## config.mk

```make
export PLATFORM = sky130hd
export DESIGN_NAME = hazard_ctrl
export DESIGN_NICKNAME = d
export VERILOG_FILES = /design/src/rtl/hazard_pkg.sv /design/src/rtl/hazard_scoreboard.sv /design/src/rtl/hazard_ctrl.sv
export SDC_FILE = /design/constraint.sdc
export NUM_CORES = 1
export LEC_CHECK = 0
export BUFFER_PORTS_ARGS = -buffer_cell sky130_fd_sc_hd__buf_2
export CORE_MARGIN = 2
export CORE_UTILIZATION = 55
export DETAILED_ROUTE_END_ITERATION = 8
export PLACE_DENSITY = 0.78
export REMOVE_ABC_BUFFERS = 1
export SLEW_MARGIN = 20
export SYNTH_ARGS = -nofsm -noshare
export SYNTH_HDL_FRONTEND = slang
export SYNTH_HIERARCHICAL = 1
export SYNTH_SLANG_ARGS = --single-unit
```

## constraint.sdc

```tcl
create_clock -name clk -period 3.1 [get_ports clk]
set_clock_uncertainty 0.2 [all_clocks]
set_input_delay 0.155 -clock clk [delete_from_list [all_inputs] [get_ports clk]]
set_output_delay 0.155 -clock clk [all_outputs]
set_load 0.05 [all_outputs]
```

## src/rtl/hazard_pkg.sv

```systemverilog
// -----------------------------------------------------------------------------
// hazard_pkg
// Shared types and constants for the pipeline hazard controller:
//   - hz_state_e      : branch-resolution FSM state encoding
//   - sb_cnt_width()  : width of one scoreboard down-counter for a load latency
//   - fcnt_width()    : width of the flush-window counter for a flush length
//   - OPC_*           : RV32 major opcodes the upstream decode uses to derive
//                       id_is_load / id_is_branch
// -----------------------------------------------------------------------------
package hazard_pkg;

    typedef enum logic [1:0] {
        IDLE     = 2'd0,
        BR_WAIT  = 2'd1,
        BR_FLUSH = 2'd2
    } hz_state_e;

    localparam int unsigned LOAD_LAT_MAX  = 7;
    localparam int unsigned FLUSH_CYC_MAX = 3;

    localparam logic [31:0] STALL_CNT_MAX = 32'hFFFF_FFFF;

    localparam logic [6:0] OPC_LOAD   = 7'b0000011;
    localparam logic [6:0] OPC_BRANCH = 7'b1100011;
    localparam logic [6:0] OPC_JAL    = 7'b1101111;
    localparam logic [6:0] OPC_JALR   = 7'b1100111;

    // A counter must be able to hold the value it is loaded with.
    function automatic int sb_cnt_width(input int load_lat);
        return $clog2(load_lat + 1);
    endfunction

    function automatic int fcnt_width(input int flush_cyc);
        return $clog2(flush_cyc + 1);
    endfunction

endpackage

```

## src/rtl/hazard_scoreboard.sv

```systemverilog
// -----------------------------------------------------------------------------
// hazard_scoreboard
// Per-register load scoreboard. Each architectural register (except x0) owns a
// down-counter that is loaded with LOAD_LAT when a load targeting it issues and
// then counts down to zero every cycle, independent of pipeline stalls.
// A source operand that is read while its counter is nonzero is a load-use
// hazard.
//
// Ports:
//   clk, rst          clock, asynchronous active-high reset
//   valid_i           ID holds a real instruction
//   rs1_i, rs2_i      ID source registers
//   rs1_used_i,
//   rs2_used_i        source operand is actually read
//   ld_issue_i        a load with a nonzero rd issues this cycle
//   ld_rd_i           destination of that load
//   luh_o             load-use hazard on the current ID instruction
// -----------------------------------------------------------------------------
module hazard_scoreboard
    import hazard_pkg::*;
#(
    parameter int NREG     = 32,
    parameter int RAW      = 5,
    parameter int LOAD_LAT = 1
) (
    input  logic           clk,
    input  logic           rst,
    input  logic           valid_i,
    input  logic [RAW-1:0] rs1_i,
    input  logic           rs1_used_i,
    input  logic [RAW-1:0] rs2_i,
    input  logic           rs2_used_i,
    input  logic           ld_issue_i,
    input  logic [RAW-1:0] ld_rd_i,
    output logic           luh_o
);

    localparam int CW = sb_cnt_width(LOAD_LAT);
    localparam logic [CW-1:0] LAT_INIT = CW'(LOAD_LAT);

    logic [CW-1:0] cnt_q [NREG];
    logic          rs1_hit;
    logic          rs2_hit;

    // Entry 0 is reset and never written again, so x0 can never look busy.
    always_ff @(posedge clk or posedge rst) begin
        if (rst) begin
            for (int i = 0; i < NREG; i++) begin
                cnt_q[i] <= '0;
            end
        end else begin
            for (int i = 1; i < NREG; i++) begin
                if (ld_issue_i && (ld_rd_i == RAW'(i))) begin
                    cnt_q[i] <= LAT_INIT;
                end else if (cnt_q[i] != '0) begin
                    cnt_q[i] <= cnt_q[i] - CW'(1);
                end
            end
        end
    end

    always_comb begin
        rs1_hit = rs1_used_i && (rs1_i != '0) && (cnt_q[rs1_i] != '0);
        rs2_hit = rs2_used_i && (rs2_i != '0) && (cnt_q[rs2_i] != '0);
        luh_o   = valid_i && (rs1_hit || rs2_hit);
    end

endmodule

```

## src/rtl/hazard_ctrl.sv

```systemverilog
// -----------------------------------------------------------------------------
// hazard_ctrl
// Pipeline hazard controller beside the ID stage. Stalls on load-use hazards
// tracked by a per-register scoreboard, holds fetch while a branch is pending
// in EX and clears the wrong path for FLUSH_CYC cycles after a taken branch.
// Also counts load-use stall cycles (saturating) for performance monitoring.
//
// Parameters:
//   NREG (32), RAW (5 = clog2(NREG)), LOAD_LAT (1..7), FLUSH_CYC (1..3)
//
// Ports:
//   clk, rst                 clock, asynchronous active-high reset
//   id_valid                 ID holds a real instruction
//   id_rs1, id_rs2           ID source registers
//   id_rs1_used, id_rs2_used source operand is actually read
//   id_rd                    ID destination register
//   id_is_load, id_is_branch ID instruction class
//   ex_br_resolved           branch in EX resolved this cycle
//   ex_br_taken              resolved branch was taken
//   pc_write, ifid_write     PC / IF-ID register enables
//   idex_flush, if_flush     bubble into ID/EX, clear IF/ID
//   stall_cycles             saturating count of load-use stall cycles
//
// state    | meaning
// ---------+-------------------------------------------------------------
// IDLE     | normal issue; load-use hazards stall here
// BR_WAIT  | branch issued, waiting for EX to resolve it; fetch held
// BR_FLUSH | taken branch: PC redirected, IF/ID cleared for FLUSH_CYC cycles
// -----------------------------------------------------------------------------
module hazard_ctrl
    import hazard_pkg::*;
#(
    parameter int NREG      = 32,
    parameter int RAW       = 5,
    parameter int LOAD_LAT  = 1,
    parameter int FLUSH_CYC = 1
) (
    input  logic           clk,
    input  logic           rst,
    input  logic           id_valid,
    input  logic [RAW-1:0] id_rs1,
    input  logic [RAW-1:0] id_rs2,
    input  logic           id_rs1_used,
    input  logic           id_rs2_used,
    input  logic [RAW-1:0] id_rd,
    input  logic           id_is_load,
    input  logic           id_is_branch,
    input  logic           ex_br_resolved,
    input  logic           ex_br_taken,
    output logic           pc_write,
    output logic           ifid_write,
    output logic           idex_flush,
    output logic           if_flush,
    output logic [31:0]    stall_cycles
);

    localparam int FW = fcnt_width(FLUSH_CYC);
    localparam logic [FW-1:0] FLUSH_INIT = FW'(FLUSH_CYC);

    hz_state_e   state_q, state_d;
    logic [FW-1:0] fcnt_q, fcnt_d;
    logic [31:0] stall_cnt_q, stall_cnt_d;

    logic luh;
    logic issue;
    logic ld_issue;

    // Issue is only possible in IDLE; instructions seen during a branch
    // window are wrong-path and must not touch the scoreboard.
    assign issue    = id_valid && !luh && (state_q == IDLE);
    assign ld_issue = issue && id_is_load && (id_rd != '0);

    hazard_scoreboard #(
        .NREG     (NREG),
        .RAW      (RAW),
        .LOAD_LAT (LOAD_LAT)
    ) u_scoreboard (
        .clk        (clk),
        .rst        (rst),
        .valid_i    (id_valid),
        .rs1_i      (id_rs1),
        .rs1_used_i (id_rs1_used),
        .rs2_i      (id_rs2),
        .rs2_used_i (id_rs2_used),
        .ld_issue_i (ld_issue),
        .ld_rd_i    (id_rd),
        .luh_o      (luh)
    );

    always_ff @(posedge clk or posedge rst) begin
        if (rst) begin
            state_q     <= IDLE;
            fcnt_q      <= '0;
            stall_cnt_q <= '0;
        end else begin
            state_q     <= state_d;
            fcnt_q      <= fcnt_d;
            stall_cnt_q <= stall_cnt_d;
        end
    end

    always_comb begin
        state_d    = state_q;
        fcnt_d     = fcnt_q;
        pc_write   = 1'b1;
        ifid_write = 1'b1;
        idex_flush = 1'b0;
        if_flush   = 1'b0;

        case (state_q)
            IDLE: begin
                if (luh) begin
                    pc_write   = 1'b0;
                    ifid_write = 1'b0;
                    idex_flush = 1'b1;
                end else if (issue && id_is_branch) begin
                    state_d = BR_WAIT;
                end
            end
            BR_WAIT: begin
                // IF/ID stays writable so the cleared entry is latched as a bubble.
                pc_write   = 1'b0;
                idex_flush = 1'b1;
                if_flush   = 1'b1;
                if (ex_br_resolved) begin
                    if (ex_br_taken) begin
                        state_d = BR_FLUSH;
                        fcnt_d  = FLUSH_INIT;
                    end else begin
                        state_d = IDLE;
                    end
                end
            end
            BR_FLUSH: begin
                idex_flush = 1'b1;
                if_flush   = 1'b1;
                fcnt_d     = fcnt_q - FW'(1);
                if (fcnt_q == FW'(1)) begin
                    state_d = IDLE;
                end
            end
            default: begin
                state_d = IDLE;
            end
        endcase
    end

    always_comb begin
        stall_cnt_d = stall_cnt_q;
        if ((state_q == IDLE) && luh && (stall_cnt_q != STALL_CNT_MAX)) begin
            stall_cnt_d = stall_cnt_q + 32'd1;
        end
    end

    assign stall_cycles = stall_cnt_q;

endmodule

```

## Word level (Yosys, flattened, before mapping)

Cells that the tools add are included.

| word-level totals | value |
|---|---|
| register bits | 66 |
| input port bits | 24 |
| output and inout bits | 36 |

| operators by class | value |
|---|---|
| add/subtract/negate cells | 33 |
| order comparisons | 2 |
| equality and inequality tests | 39 |
| muxes and demuxes | 83 |
| bitwise gates (word level) | 2 |
| reduce and logical (&&, ||, !) cells | 53 |

Operators with widths:

| cell | number |
|---|---|
| 5-bit == test (second input constant) | 16 |
| 1-bit 2-to-1 mux | 72 |
| 1-bit logical AND | 43 |
| 5-bit by 4-bit == test with 1-bit output (second input constant) | 8 |
| 32-bit by 1-bit adder with 32-bit output (second input constant) | 1 |
| 32-bit != test (second input constant) | 1 |
| 1-bit subtractor (second input constant) | 32 |
| 5-bit by 3-bit == test with 1-bit output (second input constant) | 4 |
| 5-bit nonzero test | 3 |
| 6-bit greater-or-equal comparator (second input constant) | 2 |
| 5-bit NOT with 6-bit output | 2 |
| 1-bit binary-select mux with 5-bit select | 2 |
| 5-bit by 2-bit == test with 1-bit output (second input constant) | 2 |
| 2-bit 2-to-1 mux | 5 |
| 2-bit != test (second input constant) | 4 |
| 1-bit case mux with 2 select lines | 3 |
| 2-bit case mux with 3 select lines | 1 |
| 5-bit by 1-bit == test with 1-bit output (second input constant) | 1 |
| 4-bit AND reduction | 1 |
| 3-bit AND reduction | 1 |
| 2-bit by 1-bit == test with 1-bit output (second input constant) | 1 |
| 2-bit == test (second input constant) | 1 |
| 2-bit zero test | 1 |
| 2-bit by 1-bit != test with 1-bit output (second input constant) | 1 |
| other kinds (4) | 4 |

## Depth between registers and ports, before layout

| logic depth | value |
|---|---|
| depth after elaboration | 14 |
| mapped depth | 12 |

## By module

Netlist, hierarchy kept.

By module, submodules not included:

| module | instances | cells each | area each (um2) | seq. area each (um2) |
|---|---|---|---|---|
| hazard_ctrl | 1 | 181 | 1,905.6 | 875.8 |
| hazard_scoreboard | 1 | 132 | 1,637.8 | 775.7 |

## Worst setup path before layout

OpenSTA, ideal clock, no wires.

| path | value |
|---|---|
| path type | input to register |
| start | input port id_rs2[3] |
| end | register stall_cnt_q[28] (netlist: stall_cycles[28]) |
| arrival | 2,315 ps |
| required time | 2,754 ps |
| path slack | 438 ps |
| stages | 11 |
| buffers on the path | 1 |
| cell sequence | clkdlybuf4s50_2 -> mux4_2 -> nor2_1 -> o21ai_1 -> nand4_1 -> and2_4 -> inv_2 -> nor3_4 -> o211ai_4 -> nor4_1 -> xor2_1 |

| on the way | value |
|---|---|
| cells in the longest elaborated chain, start to end | 9 |
| elaborated cells on any way between the ends | 11 |

RTL lines:

| what | line | text |
|---|---|---|
| start, declared | hazard_ctrl.sv:42 | `input logic [RAW-1:0] id_rs2,` |
| 5-bit NOT with 6-bit output (implied by the code) | hazard_scoreboard.sv:64 | `rs2_hit = rs2_used_i && (rs2_i != '0) && (cnt_q[rs2_i] != '0);` |
| 1-bit binary-select mux with 5-bit select | hazard_scoreboard.sv:64 |  |
| 1-bit 2-to-1 mux (implied by the code) (2 in a row) | hazard_scoreboard.sv:64 |  |
| 1-bit logical AND (*) | hazard_scoreboard.sv:64 |  |
| 1-bit logical OR (*) | hazard_scoreboard.sv:65 | `luh_o = valid_i && (rs1_hit \|\| rs2_hit);` |
| 1-bit logical AND (*) | hazard_scoreboard.sv:65 |  |
| via luh | hazard_ctrl.sv:64 | `logic luh;` |
| 1-bit logical AND (*) (2 in a row) | hazard_ctrl.sv:150 | `if ((state_q == IDLE) && luh && (stall_cnt_q != STALL_CNT_MAX)) begin` |
| end signal, assigned | hazard_ctrl.sv:98 | `stall_cnt_q <= stall_cnt_d;` |
| end, declared | hazard_ctrl.sv:62 | `logic [31:0] stall_cnt_q, stall_cnt_d;` |

Mark *: on every way through the listed nets, which the timed path passes. The rest lies on a longest branch. The select of a mux whose other input is x is not followed.
A chain may end at the register's enable or synchronous reset.

## Final worst setup path

| path | value |
|---|---|
| start | register u_scoreboard/cnt_q[29] (netlist bit) |
| end | register u_scoreboard/cnt_q[16] (netlist bit) |

| on the way | value |
|---|---|
| cells in the longest elaborated chain, start to end | 13 |
| elaborated cells on any way between the ends | 17 |

RTL lines:

| what | line | text |
|---|---|---|
| start, declared | hazard_scoreboard.sv:41 | `logic [CW-1:0] cnt_q [NREG];` |
| start signal, assigned by index | hazard_scoreboard.sv:56 | `cnt_q[i] <= cnt_q[i] - CW'(1);` |
| 1-bit binary-select mux with 5-bit select (on tied branches) | hazard_scoreboard.sv:63, hazard_scoreboard.sv:64 |  |
| 1-bit 2-to-1 mux (on tied branches) (2 in a row) | hazard_scoreboard.sv:63, hazard_scoreboard.sv:64 |  |
| 1-bit logical AND (on tied branches) | hazard_scoreboard.sv:63, hazard_scoreboard.sv:64 |  |
| 1-bit logical OR (*) | hazard_scoreboard.sv:65 |  |
| 1-bit logical AND (*) | hazard_scoreboard.sv:65 |  |
| via luh | hazard_ctrl.sv:64 |  |
| 1-bit zero test (*) | hazard_ctrl.sv:70 | `assign issue = id_valid && !luh && (state_q == IDLE);` |
| 1-bit logical AND (*) (2 in a row) | hazard_ctrl.sv:70 |  |
| 1-bit logical AND (*) (2 in a row) | hazard_ctrl.sv:71 | `assign ld_issue = issue && id_is_load && (id_rd != '0);` |
| via ld_issue | hazard_ctrl.sv:66 | `logic ld_issue;` |
| 1-bit logical AND (*) | hazard_scoreboard.sv:53 | `if (ld_issue_i && (ld_rd_i == RAW'(i))) begin` |
| 1-bit 2-to-1 mux (*) | hazard_scoreboard.sv:53 |  |

Marks and branches as above.

==> results.toml <==
[routing]
vias_per_cell = 5.799
vias = 2685
drc = 0
routed_wl_um = 7608
first_pass_iters = 4
drtIter0Drc = 167
antenna_left = 0
wl_per_cell_um = 16.43

[sta]
hold_viol = 0
fin_crit_ps = 2807
whs_ps = 27.69
slew_violations = 0
fin_setup_tns_ps = 0
layout_setup_ws_ps = 292.6
rsz0062_at_grt = "false"
worstMarginPinSlew_ps = 925.9
period_share_pct = 90.56
clock.fmax_mhz = 356.2
slew_headroom_pct = 37.71
report.final.setup_viol = 0

[finish]
diodes = 0
syn_to_final_growth_pct = 17.06
drive_gt1_share_pct = 24.61
fin_nets = 412
final_area_um2 = 4148

[yosys]
ys_ff_latch = 66
ys_async_sr_fraction_pct = 100.0
avgSynthCellArea_um2 = 11.32
synth_edf_count = 0
yosysTopAreaCellShare_pct = 46.61
yosysMostFrequentCell = "dfrtp_1"
synth_area_leaders = "dfrtp_1 47%, mux4_1 9.6%, nor2_1 5.1%"
syn_area_um2 = 3543
synth_cell_type_count = 51
synth_area_leader_cell = "dfrtp_1"
yosys-top-cells-count = "66 x dfrtp_1, 48 x nor2_1, 24 x nand2_1"
ys.flop_type = "dfrtp_1"
ys_warn_count = 8
postSynthCellCount = 313
seq_area_frac_synth_pct = 46.61

[critical_path]
worstSetupEndpointType = "flip-flop"
regToRegStartpoint = "u_scoreboard/cnt_q[29]$_DFF_PP0_"
reg2reg_slack_ps = 290
arrival_ps = 2870
critPathLaunchType = "flip-flop"
cpMaxStageDelayCell = "dfrtp_1"
cp_cell_sequence = "mux2_4, a2111oi_4, nor3_1, o311ai_1, nand4_1, nor2b_1, nand3_1, a21oi_2, nor2b_2, nand3_1, nor2_1"
worst_r2r_path_depth = 11
path_common_cell = "nand3_1"
endpoint = "u_scoreboard/cnt_q[16]$_DFF_PP0_"
crit-reg2reg-capture = "u_scoreboard/cnt_q[16]$_DFF_PP0_"
crit_fanout = 5
crit_required_ps = 3170
max_stage_delay_ps = 400
crit_type = "reg2reg"
crit_start = "u_scoreboard/cnt_q[29]$_DFF_PP0_"

[clock_tree]
cts.htree.levels = 3
clock_latency_ps = 340
cts_tree = "built"
cts-root-buf = "clkbuf_8"
post_cts_buffers = 0
clkSlewWorstSetupHoldPaths_ps = 70
cts_sinks = 66
cts.path.max_buffers = 2
numCtsBuffers = 9

[floorplanning]
initial_core_util_pct = 56.45
die_h_um = 84.27
die_width_um = 84.27
core_area_um2 = 6277
die_area_um2 = 7101
std_cell_rows = 29
ios = 60

[placement]
port_buffers = 59
dp_hpwl_um = 5465
dpl_cell_area_um2 = 3881
place_ws_ps = 58.40
gp_congestion = 0.8721

[global_routing]
grt_max_degree = 32
grt_first_pass_wirelength_um = 12880
grt.total_usage_pct = 23.15
overflow = 0
grt_pass1_vias = 2760
antenna_found_initial = 0

[outcome]
status = "completed"

[worst_hold_path]
min_from = "id_rd[2]"
hold_path.class = "in2reg"

[run]
max_cap_violations = 0

[power_and_ir_drop]
peakVddDrop_uv = 399.8
power_leakage_nw = 2.098
power.density_nw_per_um2 = 515.7
==> state kept, by name, summed over array words and instances, names as in the netlist <==
name	cells
state_q	2
fcnt_q	1
u_scoreboard/cnt_q	31
stall_cycles	32
==> layout make-up <==
type	count	area [um2]
multi-input cells	227	1788
clock inverters	3	65.06
fillers	464	2130
well taps	77	96.34
flip-flops and latches	66	1652
clock buffers	12	135.1
inverters	11	41.29
repair buffers	67	370.4
==> how the worst min path moves through the flow <==
| stage | endpoint | depth (start not counted) |
|---|---|---|
| after floorplan | u_scoreboard/cnt_q[0]$_DFF_PP0_ | 1 |
| after global placement | stall_cycles[17]$_DFFE_PP0P_ | 2 |
| after detailed placement | stall_cycles[17]$_DFFE_PP0P_ | 2 |
| after CTS | u_scoreboard/cnt_q[12]$_DFF_PP0_ | 3 |
| after global routing | u_scoreboard/cnt_q[13]$_DFF_PP0_ | 3 |
| final | u_scoreboard/cnt_q[12]$_DFF_PP0_ | 3 |
==> cells by family (layout without fill, tap and decap cells) <==
| kind of cell | count (synthesis) | in the layout | share of synthesized area [%] |
|---|---|---|---|
| AND/OR/NAND/NOR | 151 | 151 | 23.09 |
| flip-flops | 66 | 66 | 46.61 |
| XOR/XNOR | 31 | 31 | 7.662 |
| multiplexers | 24 | 24 | 13.24 |
| buffers and inverters | 20 | 93 | 3.107 |
| AO/OA/AOI/OAI | 15 | 15 | 4.167 |
| adder cells (fa/ha/maj) | 6 | 6 | 2.119 |
==> where the power goes <==
part | internal (mW) | total, mW | switching, mW
combinational | 0.127 | 0.445 | 0.318
sequential | 0.896 | 0.942 | 0.0457
clock | 0.448 | 0.753 | 0.304
==> placed cells by master, fill, tap and decap left out, types with 8 or more instances in the layout <==
cell type and n:
dfrtp_1 66, buf_2 59, nor2_1 48, nand2_1 24, nand3_1 19, nand4_1 19
xnor2_1 17, xor2_1 14, mux4_1 13, inv_1 9, clkbuf_8 9, mux2i_1 9
nor3_1 8
==> metal layers <==
| metal | wire length, um | GRT usage, % |
|---|---|---|
| met5 | 0 | 0 |
| met4 | 170 | 10.26 |
| met1 | 3384 | 30.41 |
| met3 | 362 | 5.113 |
| met2 | 3691 | 37.23 |
==> critical path: cells and delay by family (launching register included) <==
family	cells	cell delay (ps)
simple gates	7	1160
compound gates	3	690
flops	1	400
mux	1	290
==> metrics by stage <==
step,cells,util (%),power [mW]
2_1_floorplan,304,-,1.271
3_3_place_gp,442,61.83,1.383
3_5_place_dp,442,61.83,1.395
4_1_cts,463,65.98,2.150
5_1_grt,463,66.08,2.233
6_report,463,66.08,2.139
==> what timing repair did <==
action | in CTS | in global routing
endpoints found under the setup margin | 0 | 15
hold endpoints to repair | 78 | 0
resized for setup | 0 | 3
hold buffers | 6 | 0
(Power assumes the default switching activity.)
